===== src/rtl/timer_rr_scheduler.sv =====
// timer_rr_scheduler
// Shares one WIDTH-bit up-counter among NREQ requesters using round-robin
// arbitration. The winner holds a one-hot grant while the counter runs from
// 0 to its latched terminal count, then gets a one-cycle done pulse. If the
// winner drops its request mid-run, the scheduler returns to idle and pulses
// aborted instead.
module timer_rr_scheduler #(
    parameter int NREQ  = 4,
    parameter int WIDTH = 8
) (
    input  logic                  clk,
    input  logic                  rst,
    input  logic [NREQ-1:0]       req,
    input  logic [NREQ*WIDTH-1:0] req_len,
    output logic [NREQ-1:0]       grant,
    output logic                  busy,
    output logic [WIDTH-1:0]      count,
    output logic [NREQ-1:0]       done,
    output logic                  aborted
);

    localparam int PTR_W = (NREQ > 1) ? $clog2(NREQ) : 1;

    typedef enum logic [1:0] {
        ST_IDLE = 2'd0,
        ST_RUN  = 2'd1,
        ST_DONE = 2'd2
    } state_t;

    state_t            state_reg,   state_next;
    logic [PTR_W-1:0]  ptr_reg,     ptr_next;
    logic [PTR_W-1:0]  winner_reg,  winner_next;
    logic [WIDTH-1:0]  len_reg,     len_next;
    logic [WIDTH-1:0]  count_reg,   count_next;
    logic [NREQ-1:0]   grant_reg,   grant_next;
    logic              busy_reg,    busy_next;
    logic [NREQ-1:0]   done_reg,    done_next;
    logic              aborted_reg, aborted_next;

    // Per-requester terminal counts unpacked from the flat input bus
    logic [WIDTH-1:0]  len_arr [NREQ];

    genvar gi;
    generate
        for (gi = 0; gi < NREQ; gi++) begin : g_len
            assign len_arr[gi] = req_len[gi*WIDTH +: WIDTH];
        end
    endgenerate

    // Rotating-priority scan: first requester at or after ptr (mod NREQ)
    logic [PTR_W-1:0]  scan_win;
    logic              scan_hit;
    int                scan_idx;

    // Pick the round-robin winner among the currently asserted requests
    always_comb begin
        scan_win = '0;
        scan_hit = 1'b0;
        scan_idx = 0;
        for (int k = 0; k < NREQ; k++) begin
            scan_idx = int'(ptr_reg) + k;
            if (scan_idx >= NREQ) begin
                scan_idx = scan_idx - NREQ;
            end
            if (!scan_hit && req[scan_idx]) begin
                scan_hit = 1'b1;
                scan_win = PTR_W'(scan_idx);
            end
        end
    end

    // Pointer value that gives the requester after the current winner first pick
    logic [PTR_W-1:0]  ptr_after_winner;
    assign ptr_after_winner = (winner_reg == PTR_W'(NREQ - 1)) ? '0
                                                               : winner_reg + PTR_W'(1);

    // Next-state and registered-output logic for the IDLE/RUN/DONE sequence
    always_comb begin
        state_next   = state_reg;
        ptr_next     = ptr_reg;
        winner_next  = winner_reg;
        len_next     = len_reg;
        count_next   = count_reg;
        grant_next   = grant_reg;
        busy_next    = busy_reg;
        done_next    = '0;
        aborted_next = 1'b0;

        case (state_reg)
            ST_IDLE: begin
                grant_next = '0;
                busy_next  = 1'b0;
                if (scan_hit) begin
                    // Terminal count is captured here so later req_len edits are ignored
                    winner_next = scan_win;
                    len_next    = len_arr[scan_win];
                    grant_next  = {{(NREQ-1){1'b0}}, 1'b1} << scan_win;
                    busy_next   = 1'b1;
                    count_next  = '0;
                    state_next  = ST_RUN;
                end
            end
            ST_RUN: begin
                if (!req[winner_reg]) begin
                    // Abort takes precedence over reaching the terminal count
                    state_next   = ST_IDLE;
                    grant_next   = '0;
                    busy_next    = 1'b0;
                    aborted_next = 1'b1;
                    ptr_next     = ptr_after_winner;
                end else if (count_reg == len_reg) begin
                    state_next = ST_DONE;
                    done_next  = grant_reg;
                end else begin
                    count_next = count_reg + WIDTH'(1);
                end
            end
            ST_DONE: begin
                state_next = ST_IDLE;
                grant_next = '0;
                busy_next  = 1'b0;
                ptr_next   = ptr_after_winner;
            end
            default: begin
                state_next = ST_IDLE;
                grant_next = '0;
                busy_next  = 1'b0;
            end
        endcase
    end

    // State and output registers; reset overrides everything, including mid-run
    always_ff @(posedge clk) begin
        if (rst) begin
            state_reg   <= ST_IDLE;
            ptr_reg     <= '0;
            winner_reg  <= '0;
            len_reg     <= '0;
            count_reg   <= '0;
            grant_reg   <= '0;
            busy_reg    <= 1'b0;
            done_reg    <= '0;
            aborted_reg <= 1'b0;
        end else begin
            state_reg   <= state_next;
            ptr_reg     <= ptr_next;
            winner_reg  <= winner_next;
            len_reg     <= len_next;
            count_reg   <= count_next;
            grant_reg   <= grant_next;
            busy_reg    <= busy_next;
            done_reg    <= done_next;
            aborted_reg <= aborted_next;
        end
    end

    assign grant   = grant_reg;
    assign busy    = busy_reg;
    assign count   = count_reg;
    assign done    = done_reg;
    assign aborted = aborted_reg;

endmodule


===== config.mk =====
export PLATFORM = sky130hd
export DESIGN_NAME = timer_rr_scheduler
export DESIGN_NICKNAME = d
export VERILOG_FILES = /design/src/rtl/timer_rr_scheduler.sv
export SDC_FILE = /design/constraint.sdc
export NUM_CORES = 1
export LEC_CHECK = 0
export BUFFER_PORTS_ARGS = -buffer_cell sky130_fd_sc_hd__buf_2
export CORE_MARGIN = 5
export CORE_UTILIZATION = 40
export CTS_BUF_LIST = sky130_fd_sc_hd__clkbuf_4 sky130_fd_sc_hd__clkbuf_8
export DETAILED_ROUTE_END_ITERATION = 10
export PLACE_DENSITY = 0.65
export SYNTH_ARGS = -nofsm -noshare
export SYNTH_HDL_FRONTEND = slang
export SYNTH_SLANG_ARGS = --single-unit
export TNS_END_PERCENT = 1

===== constraint.sdc =====
create_clock -name clk -period 1.9 [get_ports clk]
set_input_delay 0.095 -clock clk [delete_from_list [all_inputs] [get_ports clk]]
set_output_delay 0.095 -clock clk [all_outputs]
set_load 0.1 [all_outputs]

**After elaboration in Yosys (flattened, before gate mapping)**

Index checks and enable logic that the tools add are counted.

- Bits in registers: 32
- Latch bits: 0
- Bits in writable memories: 0
- Bits in read-only memories: 0
- Input bits: 38
- Output and inout port bits: 18
- Word-level logic and storage cells: 104
- Memories kept: 0

- $add $sub $neg: 9
- Multiply operators: 0
- Div/mod/pow operators: 0
- Order comparisons: 10
- Eq/ne operators: 9
- Shifts and indexed selects: 1
- Muxes and demuxes: 47
- Bitwise logic cells: 4
- Reductions and logical operators: 15

Operators by type and width:

| kind | count |
|---|---|
| 32-bit by 4-bit less-than comparator with 1-bit output, second input constant | 4 |
| 32-bit 2-to-1 mux | 4 |
| 8-bit 2-to-1 mux | 5 |
| 2-bit 2-to-1 mux | 9 |
| 8-bit binary-select mux with 2-bit select | 1 |
| 1-bit 2-to-1 mux | 16 |
| 8-bit case mux with 2 select lines | 1 |
| 3-bit greater-or-equal comparator, second input constant | 4 |
| 3-bit by 3-bit subtractor with 4-bit output, second input constant | 3 |
| 1-bit binary-select mux with 2-bit select | 5 |
| 8-bit by 1-bit adder with 8-bit output, second input constant | 1 |
| 8-bit == test | 1 |
| 4-bit 2-to-1 mux | 2 |
| 2-bit != test, second input constant | 4 |
| 2-bit case mux with 2 select lines | 2 |
| 4-bit case mux with 2 select lines | 1 |
| 2-bit by 2-bit adder with 3-bit output, second input constant | 2 |
| 2-bit AND reduction | 3 |
| 2-bit == test, second input constant | 2 |
| 4-bit AND reduction | 1 |
| 2-bit nonzero test | 2 |
| 4-bit OR reduction | 1 |
| 1-bit by 2-bit left shift with 4-bit output, first input constant | 1 |
| 2-bit by 3-bit subtractor with 4-bit output, second input constant | 1 |
| other kinds (13) | 19 |

**Longest topological paths before layout**

Gate-level depths: netlist of run 1.

- Word-level depth: 19
- Gate-level depth with buffers: 7
- Mapped depth without buffers: 5

**Least setup slack after synthesis of run 1**

Ideal clock, no wire load.

- Kind: flip-flop to flip-flop
- Start point: reg count_reg[2] (netlist: count[2])
- End point: reg count_reg[5] (netlist: count[5])
- Setup time: 0.073 ns
- Arrival: 2.036 ns
- Data required time: 1.827 ns
- Setup slack: -0.209 ns
- Stages on the path, launching flop included: 6
- Buffers on the path: 0
- Clock period less this slack: 2.109 ns
- Path through: dfxtp_1 > xor2_1 > nor4_4 > a21oi_2 > nand4_1 > mux2i_1

- Cells in the longest elaborated chain, start to end: 4
- Elaborated cells on any way between the ends: 7
- Classes of those cells: 1 x add/sub; 2 x eq/ne; 3 x mux; 1 x reduce/logical

Ends and longest elaborated chain:

| element | RTL line | RTL |
|---|---|---|
| start, declared | 34 | `logic [WIDTH-1:0] count_reg, count_next;` |
| start signal, assigned | 149 | `count_reg <= count_next;` |
| 8-bit by 1-bit adder with 8-bit output | 115 | `count_next = count_reg + WIDTH'(1);` |
| 8-bit 2-to-1 mux | 111 | `end else if (count_reg == len_reg) begin` |
| 8-bit 2-to-1 mux | 104 | `if (!req[winner_reg]) begin` |
| 8-bit case mux with 2 select lines | 89 | `case (state_reg)` |

Several ways; a longest one is shown, not always the timed one. The select of a mux whose other input is x is not followed.
A chain may end at the register's enable or synchronous reset.

**Worst setup path after layout of run 1**

- Start point: reg winner_reg[0]
- End point: reg ptr_reg[1]

- Cells in the longest elaborated chain, start to end: 4
- Elaborated cells on any way between the ends: 9
- Classes of those cells: 1 x add/sub; 2 x eq/ne; 5 x mux; 1 x reduce/logical

Ends and longest elaborated chain:

| element | RTL line | RTL |
|---|---|---|
| start, declared | 32 | `logic [PTR_W-1:0] winner_reg, winner_next;` |
| start signal, assigned | 147 | `winner_reg <= winner_next;` |
| 2-bit by 1-bit adder with 2-bit output (tied with other cells) | 75 | `: winner_reg + PTR_W'(1);` |
| 2-bit 2-to-1 mux / 1-bit 2-to-1 mux (equally long branches) | 74, 104 |  |
| 2-bit 2-to-1 mux / 2-bit != test (equally long branches) | -- |  |
| 2-bit case mux with 2 select lines / 2-bit AND reduction (equally long branches) | -- |  |
| end signal, assigned | 146 | `ptr_reg <= ptr_next;` |
| end, declared | 31 | `logic [PTR_W-1:0] ptr_reg, ptr_next;` |

Several ways; a longest one is shown, not always the timed one. The select of a mux whose other input is x is not followed.

==> results of run 1 <==
## metal layers
layer | share of wire | global-route usage | vias up | wire length [um]
met4 | 0.011 | 0.0423 | 0 | 38
li1 | - | - | 727 | -
met5 | 0 | 0 | - | 0
met3 | 0.092 | 0.0602 | 5 | 330
met1 | 0.45 | 0.182 | 610 | 1610
met2 | 0.45 | 0.232 | 51 | 1630
## power by group through the flow
stage                     logic (mW)  registers, mW  clock network (mW)
after global placement         0.434          0.779                   0
after CTS                      0.437          0.765               0.515
after global routing           0.470          0.773               0.537
final                          0.432          0.765               0.495
after detailed placement       0.436          0.780                   0
after floorplan                0.244          0.855                   0
## layout make-up
cell class | count | area (um^2)
flip-flops and latches | 32 | 651
repair buffers | 58 | 323
inverters | 1 | 3.75
multi-input cells | 129 | 947
well taps | 50 | 62.6
clock buffers | 6 | 76.3
clock inverters | 1 | 5.00
fillers | 392 | 1900
## layout by cell type (no fill, tap or decap)
cell type  synthesis  routed
inv_1              1       1
dfxtp_2            0       8
clkbuf_8           0       5
and2b_1            1       1
nand2b_1           8       8
buf_2              3      55
nand2b_4           1       1
nor3b_1            2       2
a21o_1             1       1
and3_1             2       2
buf_12             0       2
nand2_1           23      23
nand3_1            1       1
a211o_1            1       1
o21ai_1            6       6
buf_4              0       1
nand4_1            4       4
o32a_1             1       1
a211oi_1           2       2
nor2_1             8       8
a2bb2oi_1          1       1
nor4_2             1       1
mux4_2             1       1
and3_4             1       1
a21oi_1            4       4
mux2i_1           26      26
clkbuf_4           0       1
nor3b_4            1       1
nor2b_1            3       3
nor4_4             1       1
xor2_1             8       8
nor3_1             3       3
clkinv_2           0       1
dfxtp_1           32      24
ha_1               2       2
o221ai_1           8       8
nand3b_1           3       3
and2_1             4       4
a21oi_2            1       1
## metrics by stage
stage / std cells / cell area (um^2) / utilization
2_1_floorplan: 167 / 1630 / -
3_3_place_gp: 270 / 1990 / 0.500
3_5_place_dp: 270 / 1990 / 0.500
4_1_cts: 277 / 2070 / 0.521
5_1_grt: 277 / 2070 / 0.521
6_report: 277 / 2070 / 0.521
## cell families after synthesis
group / synth area share
XOR/XNOR: 0.0432
flip-flops: 0.395
AO/OA/AOI/OAI: 0.110
buffers and inverters: 0.0208
AND/OR/NAND/NOR: 0.241
adder cells (fa/ha/maj): 0.0154
multiplexers: 0.174
## worst paths after layout
path / cells after the start / from / end
hold reg to reg: 2 / grant[0] / grant[0]
setup / recovery: 5 / winner_reg[0] / ptr_reg[1]
hold / removal: 2 / rst / ptr_reg[1]
setup reg to reg: 5 / winner_reg[0] / ptr_reg[1]
## critical path, stage by stage, from the launching register on
cell and delay, ns:
dfxtp_1 0.43, mux4_2 0.58, nand2b_4 0.17, mux2i_1 0.16, mux2i_1 0.22, nor2_1 0.05
==> metrics, run 1 <==
status finished, final reports clean; Tmin final 1.71 ns; commonest register cell after synthesis dfxtp_1; DR vias 1393; Worst Setup End Kind register; Die Ht 73.7 um; sequential share of the synthesized area 0.395; drt drc 0; relative slew slack 0.674; sw frac 0.313; Least-Margin Pin Slew 0.493 ns; vias in the first global route 1342; # hold bufs at CTS 0; critical path type reg2reg; smallest hold slack 0.119 ns; sequential power share 0.452; asr flop ratio synth 0; Post-synth EDFFs 0; Root Buffer clkbuf_8; Int Pwr 1.16 mW; # H-tree levels 2; CP Launch Type register; total grt overflow 0; Lkg Pwr 0.988 nW; first-pass GRT wire length 6150 um; Clock power frac 0.293; initial antenna violation count 0; Clock Skews 0.00441 ns; vias per std cell 5.03; maximum clock path buffer count 2; Yosys cell types 35; pwr/cell area 819 mW/mm^2; Tot Pwr 1.69 mW; core area 0.00397 mm^2; fraction of layout cells with a size suffix above 1 0.352; fin worst setup slack 0.194 ns; crit-path max FO 5; Starting Density 0.408; clk slew on worst S/H paths 0.06 ns; final setup TNS 0 ns; clock sink count 32; cell taking the most area after synthesis dfxtp_1; DIE AREA 0.00543 mm^2; Syn Inst Count 167; std cell rows 23; wire per inst 13.0 um; I/O pin count 56; post-CTS resize count 0; Final Max Tran Viols 0; Final Setup Violations 0; Placer Congestion 0.820; top post-synthesis cells by count 32 x dfxtp_1, 26 x mux2i_1, 23 x nand2_1; Tcrit/Tclk final 0.898; Port-buffer cells 55; antenna diode count 0; Die X 73.7 um; post-CTS setup buffers 0; NetSw 0.530 mW; DR pass1 iterations 4; leading post-synthesis cells by cell area dfxtp_1 40%, mux2i_1 16%, nand2_1 5.3%, o221ai_1 4.3%, xor2_1 4.3%; largest net degree at the start of global routing 23; CP required 2.07 ns; R2R setup slack 0.19 ns; cell area after synthesis 0.00162 mm^2; initial drt markers 19; HP Class in2reg; Num CTS Buffers 5; antenna-violating nets left 0; most common cell in the netlist dfxtp_1; Syn Nets 207; number of synthesized register bits 32; critical path arrival 1.88 ns; unrepaired setup endpoints after global routing no; area share of the largest cell type after synthesis 0.395; synth warn 0; Clk Latency, worst-skew pair 0.28 ns; Max Cap Viol 0; GR Util All Layers 0.146; CTS tree done; pre-CTS WS 0.203 ns; combinational share of power 0.255; maximum vdd ir drop 0.000354 V; Avg Cell Area, Syn 9.71 um^2; Final Net Count 267; P&R area growth vs syn 27.5%; Final HPWL DP 2790 um; Post-Route WL 3600 um; Hold Vio Cnt, Final 0; Fmax achieved 0.586 GHz
Note: power is estimated with default switching activity, not from simulation.
==> run 2: changes to the inputs <==
--- a/config.mk
+++ b/config.mk
@@ -5,12 +5,12 @@
 export SDC_FILE = /design/constraint.sdc
 export NUM_CORES = 1
 export LEC_CHECK = 0
-export BUFFER_PORTS_ARGS = -buffer_cell sky130_fd_sc_hd__buf_2
 export CORE_MARGIN = 5
 export CORE_UTILIZATION = 40
 export CTS_BUF_LIST = sky130_fd_sc_hd__clkbuf_4 sky130_fd_sc_hd__clkbuf_8
 export DETAILED_ROUTE_END_ITERATION = 10
-export PLACE_DENSITY = 0.65
+export DONT_BUFFER_PORTS = 1
+export PLACE_DENSITY = 0.53
 export SYNTH_ARGS = -nofsm -noshare
 export SYNTH_HDL_FRONTEND = slang
 export SYNTH_SLANG_ARGS = --single-unit
==> run 2 against run 1 <==
Effect of this change: fmax fell by 2.2%; wire length rose by 8.5%; clock-buffer cell count rose by 1; final area fell by 6.2%; sequential power barely moved; sequential share of layout area rose by 2.1 points; first-iteration DRC count rose to 5.6 times the previous value; worst hold slack got worse by 0.10 ns; clock skew barely moved; sequential cell count did not move; utilization fell by 3.2 points; critical path depth did not move; largest cell class unchanged.
==> metrics, run 2 (synthesized netlist as in run 1, its figures left out) <==
Post-Route WL 3910 um (+8.5%); core area 0.00397 mm^2 (unchanged); Int Pwr 1.20 mW (+3.1%); Final Setup Violations 0 (unchanged); wire per inst 16.2 um (+25%); Final HPWL DP 3030 um (+8.6%); I/O pin count 56 (unchanged); status finished, final reports clean; Clk Latency, worst-skew pair 0.28 ns (about the same); Num CTS Buffers 5 (unchanged); Final Max Tran Viols 0 (unchanged); Fmax achieved 0.573 GHz (-2.2%); CP max stage cell mux4_2; fraction of layout cells with a size suffix above 1 0.225 (-0.127); crit-path most repeated cell mux2i_1; clock sink count 32 (unchanged); Worst Setup End Kind register; unrepaired setup endpoints after global routing no; maximum clock path buffer count 2 (unchanged); Final Net Count 231 (-13%); Port-buffer cells 0 (-100%); DIE AREA 0.00543 mm^2 (unchanged); post-CTS resize count 0 (unchanged); Placer Congestion 0.846 (+3.1%); Clock Skews 0.00420 ns (-0.000211 ns); initial antenna violation count 0 (unchanged); critical path type reg2reg; fin util 0.489 (-0.0321); drt drc 0 (unchanged); Tmin final 1.74 ns (+0.0378 ns); combinational share of power 0.232 (-0.023); DR pass1 iterations 4 (unchanged); Cell Chain, Critical Path mux4_2 -> nand2b_4 -> mux2i_1 -> mux2i_1 -> nor2_1; most frequent cells in the layout 26 x mux2i_1, 24 x dfxtp_1, 23 x nand2_1, 20 x buf_4; pwr/cell area 889 mW/mm^2 (+8.6%); DR vias 1323 (-5.0%); Root Buffer clkbuf_8; clk slew on worst S/H paths 0.06 ns (about the same); crit-path max FO 5 (unchanged); commonest non-fill, non-tap cell in the layout mux2i_1; sequential power share 0.446 (-0.006); post-CTS setup buffers 0 (unchanged); std cell rows 23 (unchanged); # H-tree levels 2 (unchanged); Die Ht 73.7 um (unchanged); relative slew slack 0.702 (+0.0283); Max Cap Viol 0 (unchanged); Starting Density 0.408 (unchanged); # hold bufs at CTS 1 (+1); hold_sp rst; Clock power frac 0.322 (+0.029); NetSw 0.525 mW (-0.90%); CTS tree done; CP required 2.06 ns (about the same); Lkg Pwr 0.846 nW (-14%); Least-Margin Pin Slew 0.443 ns (-0.0495 ns); Tcrit/Tclk final 0.918 (+0.0199); GR Util All Layers 0.153 (+0.00670); largest net degree at the start of global routing 23 (unchanged); first-pass GRT wire length 6310 um (+2.5%); worst r2r src winner_reg[0]; CP Launch Point winner_reg[0]; antenna-violating nets left 0 (unchanged); vias in the first global route 1320 (-1.6%); maximum vdd ir drop 0.000557 V (+57%); sw frac 0.304 (-0.00852); critical path arrival 1.91 ns (+0.03 ns); Hold Vio Cnt, Final 0 (unchanged); Die X 73.7 um (unchanged); initial drt markers 106 (+87); CP Launch Type register; vias per std cell 5.49 (+9.2%); antenna diode count 0 (unchanged); HP Class in2reg; final setup TNS 0 ns (unchanged); Worst path max stage delay 0.58 ns (about the same); P&R area growth vs syn 19.7%; total grt overflow 0 (unchanged)
==> run 2: power groups by stage <==
| stage | Clock (mW) | Sequential [mW] | Combinational, mW |
|---|---|---|---|
| 2_1_floorplan | 0 | 0.855 | 0.244 |
| 3_3_place_gp | 0 | 0.781 | 0.389 |
| 3_5_place_dp | 0 | 0.784 | 0.400 |
| 4_1_cts | 0.574 | 0.769 | 0.405 |
| 5_1_grt | 0.595 | 0.775 | 0.433 |
| 6_report | 0.556 | 0.768 | 0.400 |
==> run 2: per-stage QoR <==
step	hold slack, ns	total power, mW	setup slack, ns	area, um^2	cells
6_report	0.0172	1.72	0.156	1940	241
5_1_grt	0.0177	1.80	0.0428	1940	241
4_1_cts	0.00747	1.75	0.149	1940	241
3_5_place_dp	0.171	1.18	0.165	1830	233
3_3_place_gp	0.167	1.17	0.266	1830	233
2_1_floorplan	0.295	1.10	0.176	1630	167
==> run 2: final cells by class <==
class | count | area, um^2
tap | 50 | 62.6
sequential | 32 | 651
clock buffer | 7 | 96.3
fill | 393 | 2030
timing repair buffer | 22 | 180
multi-input combinational | 129 | 947
inverter | 1 | 3.75
==> run 2: per-layer routing <==
| layer | track usage | routed length [um] | vias up |
|---|---|---|---|
| li1 | - | - | 650 |
| met1 | 0.176 | 1540 | 620 |
| met2 | 0.262 | 1980 | 45 |
| met3 | 0.0534 | 331 | 8 |
| met4 | 0.0543 | 61 | 0 |
| met5 | 0 | 0 | - |
==> run 2: path summary, 6_finish.rpt <==
path | end | slack (ns) | cells past startpoint
setup / recovery | ptr_reg[1] | 0.16 | 5
hold / removal | grant[3] | 0.02 | 3
setup reg to reg | ptr_reg[1] | 0.16 | 5
hold reg to reg | grant[3] | 0.45 | 2
==> run 2: worst max-delay path, delay by kind of cell, from the launching register on <==
kind | cells | cell delay, ns
AND/OR/NAND/NOR | 2 | 0.23
flip-flops | 1 | 0.43
multiplexers | 3 | 0.97
==> run 3: changes to the inputs <==
--- a/config.mk
+++ b/config.mk
@@ -5,12 +5,14 @@
 export SDC_FILE = /design/constraint.sdc
 export NUM_CORES = 1
 export LEC_CHECK = 0
+export CAP_MARGIN = 20
 export CORE_MARGIN = 5
 export CORE_UTILIZATION = 40
 export CTS_BUF_LIST = sky130_fd_sc_hd__clkbuf_4 sky130_fd_sc_hd__clkbuf_8
 export DETAILED_ROUTE_END_ITERATION = 10
 export DONT_BUFFER_PORTS = 1
 export PLACE_DENSITY = 0.53
+export SETUP_SLACK_MARGIN = 0.2
 export SYNTH_ARGS = -nofsm -noshare
 export SYNTH_HDL_FRONTEND = slang
 export SYNTH_SLANG_ARGS = --single-unit
==> run 3 against run 2 <==
Effect of this change: the flow now finishes with violations (hold timing); final area up 0.77%; power increased by 0.42%; critical path depth unchanged; first-iteration DRC count fell by 41%; die area unchanged; critical endpoint unchanged.
==> metrics, run 3 (synthesized netlist as in run 1, its figures left out) <==
status complete, but fails checks; violated checks hold timing; Tmin final 1.65 ns (-0.0978 ns); antenna diode count 0 (unchanged); Num CTS Buffers 5 (unchanged); initial antenna violation count 0 (unchanged); Fillers 366 (-6.9%); CP max stage cell mux4_2; Clock Skews 0.00350 ns (-0.000702 ns); fraction of layout cells with a size suffix above 1 0.260 (+0.0353); critical path type reg2reg; CP Launch Type register; crit-path max FO 4 (-1); Placer Congestion 0.852 (+0.73%); initial drt markers 63 (-41%); CP required 2.08 ns (+0.02 ns); std cell rows 23 (unchanged); drt drc 0 (unchanged); Least-Margin Pin Slew 0.427 ns (-0.0168 ns); hold_sp rst; # H-tree levels 2 (unchanged); most frequent cells in the layout 25 x mux2i_1, 23 x dfxtp_1, 22 x nand2_1, 22 x buf_4; clk slew on worst S/H paths 0.06 ns (about the same); Worst Setup End Kind register; relative slew slack 0.713 (+0.0113); worst r2r src winner_reg[0]; Hold Vio Cnt, Final 6 (+6); Port-buffer cells 0 (unchanged); DR vias 1338 (+1.1%); maximum vdd ir drop 0.000442 V (-21%); Tcrit/Tclk final 0.866 (-0.0515); R2R setup slack 0.25 ns (+0.10 ns); P&R area growth vs syn 20.6%; GR Util All Layers 0.155 (+0.00220); Layout Cells excl Fill 242 (+0.41%); DR pass1 iterations 4 (unchanged); reg2reg path depth 5 (unchanged); Lkg Pwr 0.854 nW (+0.92%); Die Ht 73.7 um (unchanged); Worst path max stage delay 0.55 ns (-0.03 ns); Fmax achieved 0.607 GHz (+5.9%); total grt overflow 0 (unchanged); CTS tree done; commonest non-fill, non-tap cell in the layout mux2i_1; antenna-violating nets left 0 (unchanged); Cell Chain, Critical Path mux4_2 -> nand2b_4 -> mux2i_2 -> mux2i_1 -> nor2_1; Final HPWL DP 2930 um (-3.3%); Root Buffer clkbuf_8; HP Class in2reg; maximum clock path buffer count 2 (unchanged); largest net degree at the start of global routing 23 (unchanged); DP Cell Count 232 (-0.43%); Post-Route WL 3940 um (+0.61%); reg2reg end ptr_reg[1]; unrepaired setup endpoints after global routing yes; hold worst-path end winner_reg[0]; Final Max Tran Viols 0 (unchanged); vias per std cell 5.53 (+0.72%); clock sink count 32 (unchanged); Clk Latency, worst-skew pair 0.28 ns (about the same); critical path arrival 1.82 ns (-0.09 ns); smallest hold slack -0.133 ns (-0.150 ns); Starting Density 0.408 (unchanged); I/O pin count 56 (unchanged); Final Setup Violations 0 (unchanged); worst hold path cell count 1 (-2); DIE AREA 0.00543 mm^2 (unchanged); final setup TNS 0 ns (unchanged); pwr/cell area 886 mW/mm^2 (-0.35%); fin util 0.492 (+0.00378); vias in the first global route 1349 (+2.2%); Max Cap Viol 0 (unchanged); first-pass GRT wire length 6310 um (+0.11%); core area 0.00397 mm^2 (unchanged); wire per inst 16.3 um (+0.20%); Die X 73.7 um (unchanged); Final Net Count 231 (unchanged)
## run 3: per-layer routing
layer  part of all wire  routed length, um  global-route usage  up-vias
met4              0.012                 46              0.0423        0
met1               0.42               1670               0.188      621
met5                  0                  0                   0        -
met3              0.098                387              0.0725        6
met2               0.47               1830               0.247       60
li1                   -                  -                   -      651
## run 3: layout make-up
type,instances,area [um^2],area share
clock buffer,8,97.6,0.0499
timing repair buffer,22,165,0.0845
tap,50,62.6,0.0320
inverter,1,3.75,0.00192
multi-input combinational,129,967,0.495
sequential,32,659,0.337
## run 3: critical path: cells and delay by family, from the launching register on
family | cells | cell delay [ns]
DFF | 1 | 0.37
muxes | 3 | 0.94
and+or+nand+nor | 2 | 0.23
## run 3: worst max path at each step
stage,startpoint,end,slack (ns),depth (start not counted)
finish,winner_reg[0],ptr_reg[1],0.25,5
floorplan,count[7],count[5],0.21,5
detailed placement,ptr_reg[0],len_reg[6],0.05,5
CTS,winner_reg[0],ptr_reg[1],0.13,5
global route,winner_reg[0],ptr_reg[1],0.15,5
global placement,ptr_reg[0],len_reg[6],0.15,5
## run 3: through the flow
stage / total power [mW] / instance area, um^2 / worst slack, ns / hold WS, ns
after CTS: 1.74 / 1920 / 0.132 / -0.136
after detailed placement: 1.17 / 1820 / 0.0474 / 0.169
after global routing: 1.82 / 1960 / 0.147 / -0.148
after global placement: 1.16 / 1820 / 0.155 / 0.169
after floorplan: 1.10 / 1640 / 0.212 / 0.295
final: 1.73 / 1960 / 0.254 / -0.133
## run 3: report_power, final
part | total [mW] | internal (mW) | switching (mW) | leakage, nW
logic | 0.408 | 0.155 | 0.253 | 0.535
clock network | 0.563 | 0.324 | 0.239 | 0.0523
registers | 0.761 | 0.720 | 0.0419 | 0.267
## run 3: timing repair
item,CTS,global route
hold endpoints to repair,6,6
gates resized for setup,1,6
setup endpoints to repair,11,23
setup buffers,0,2
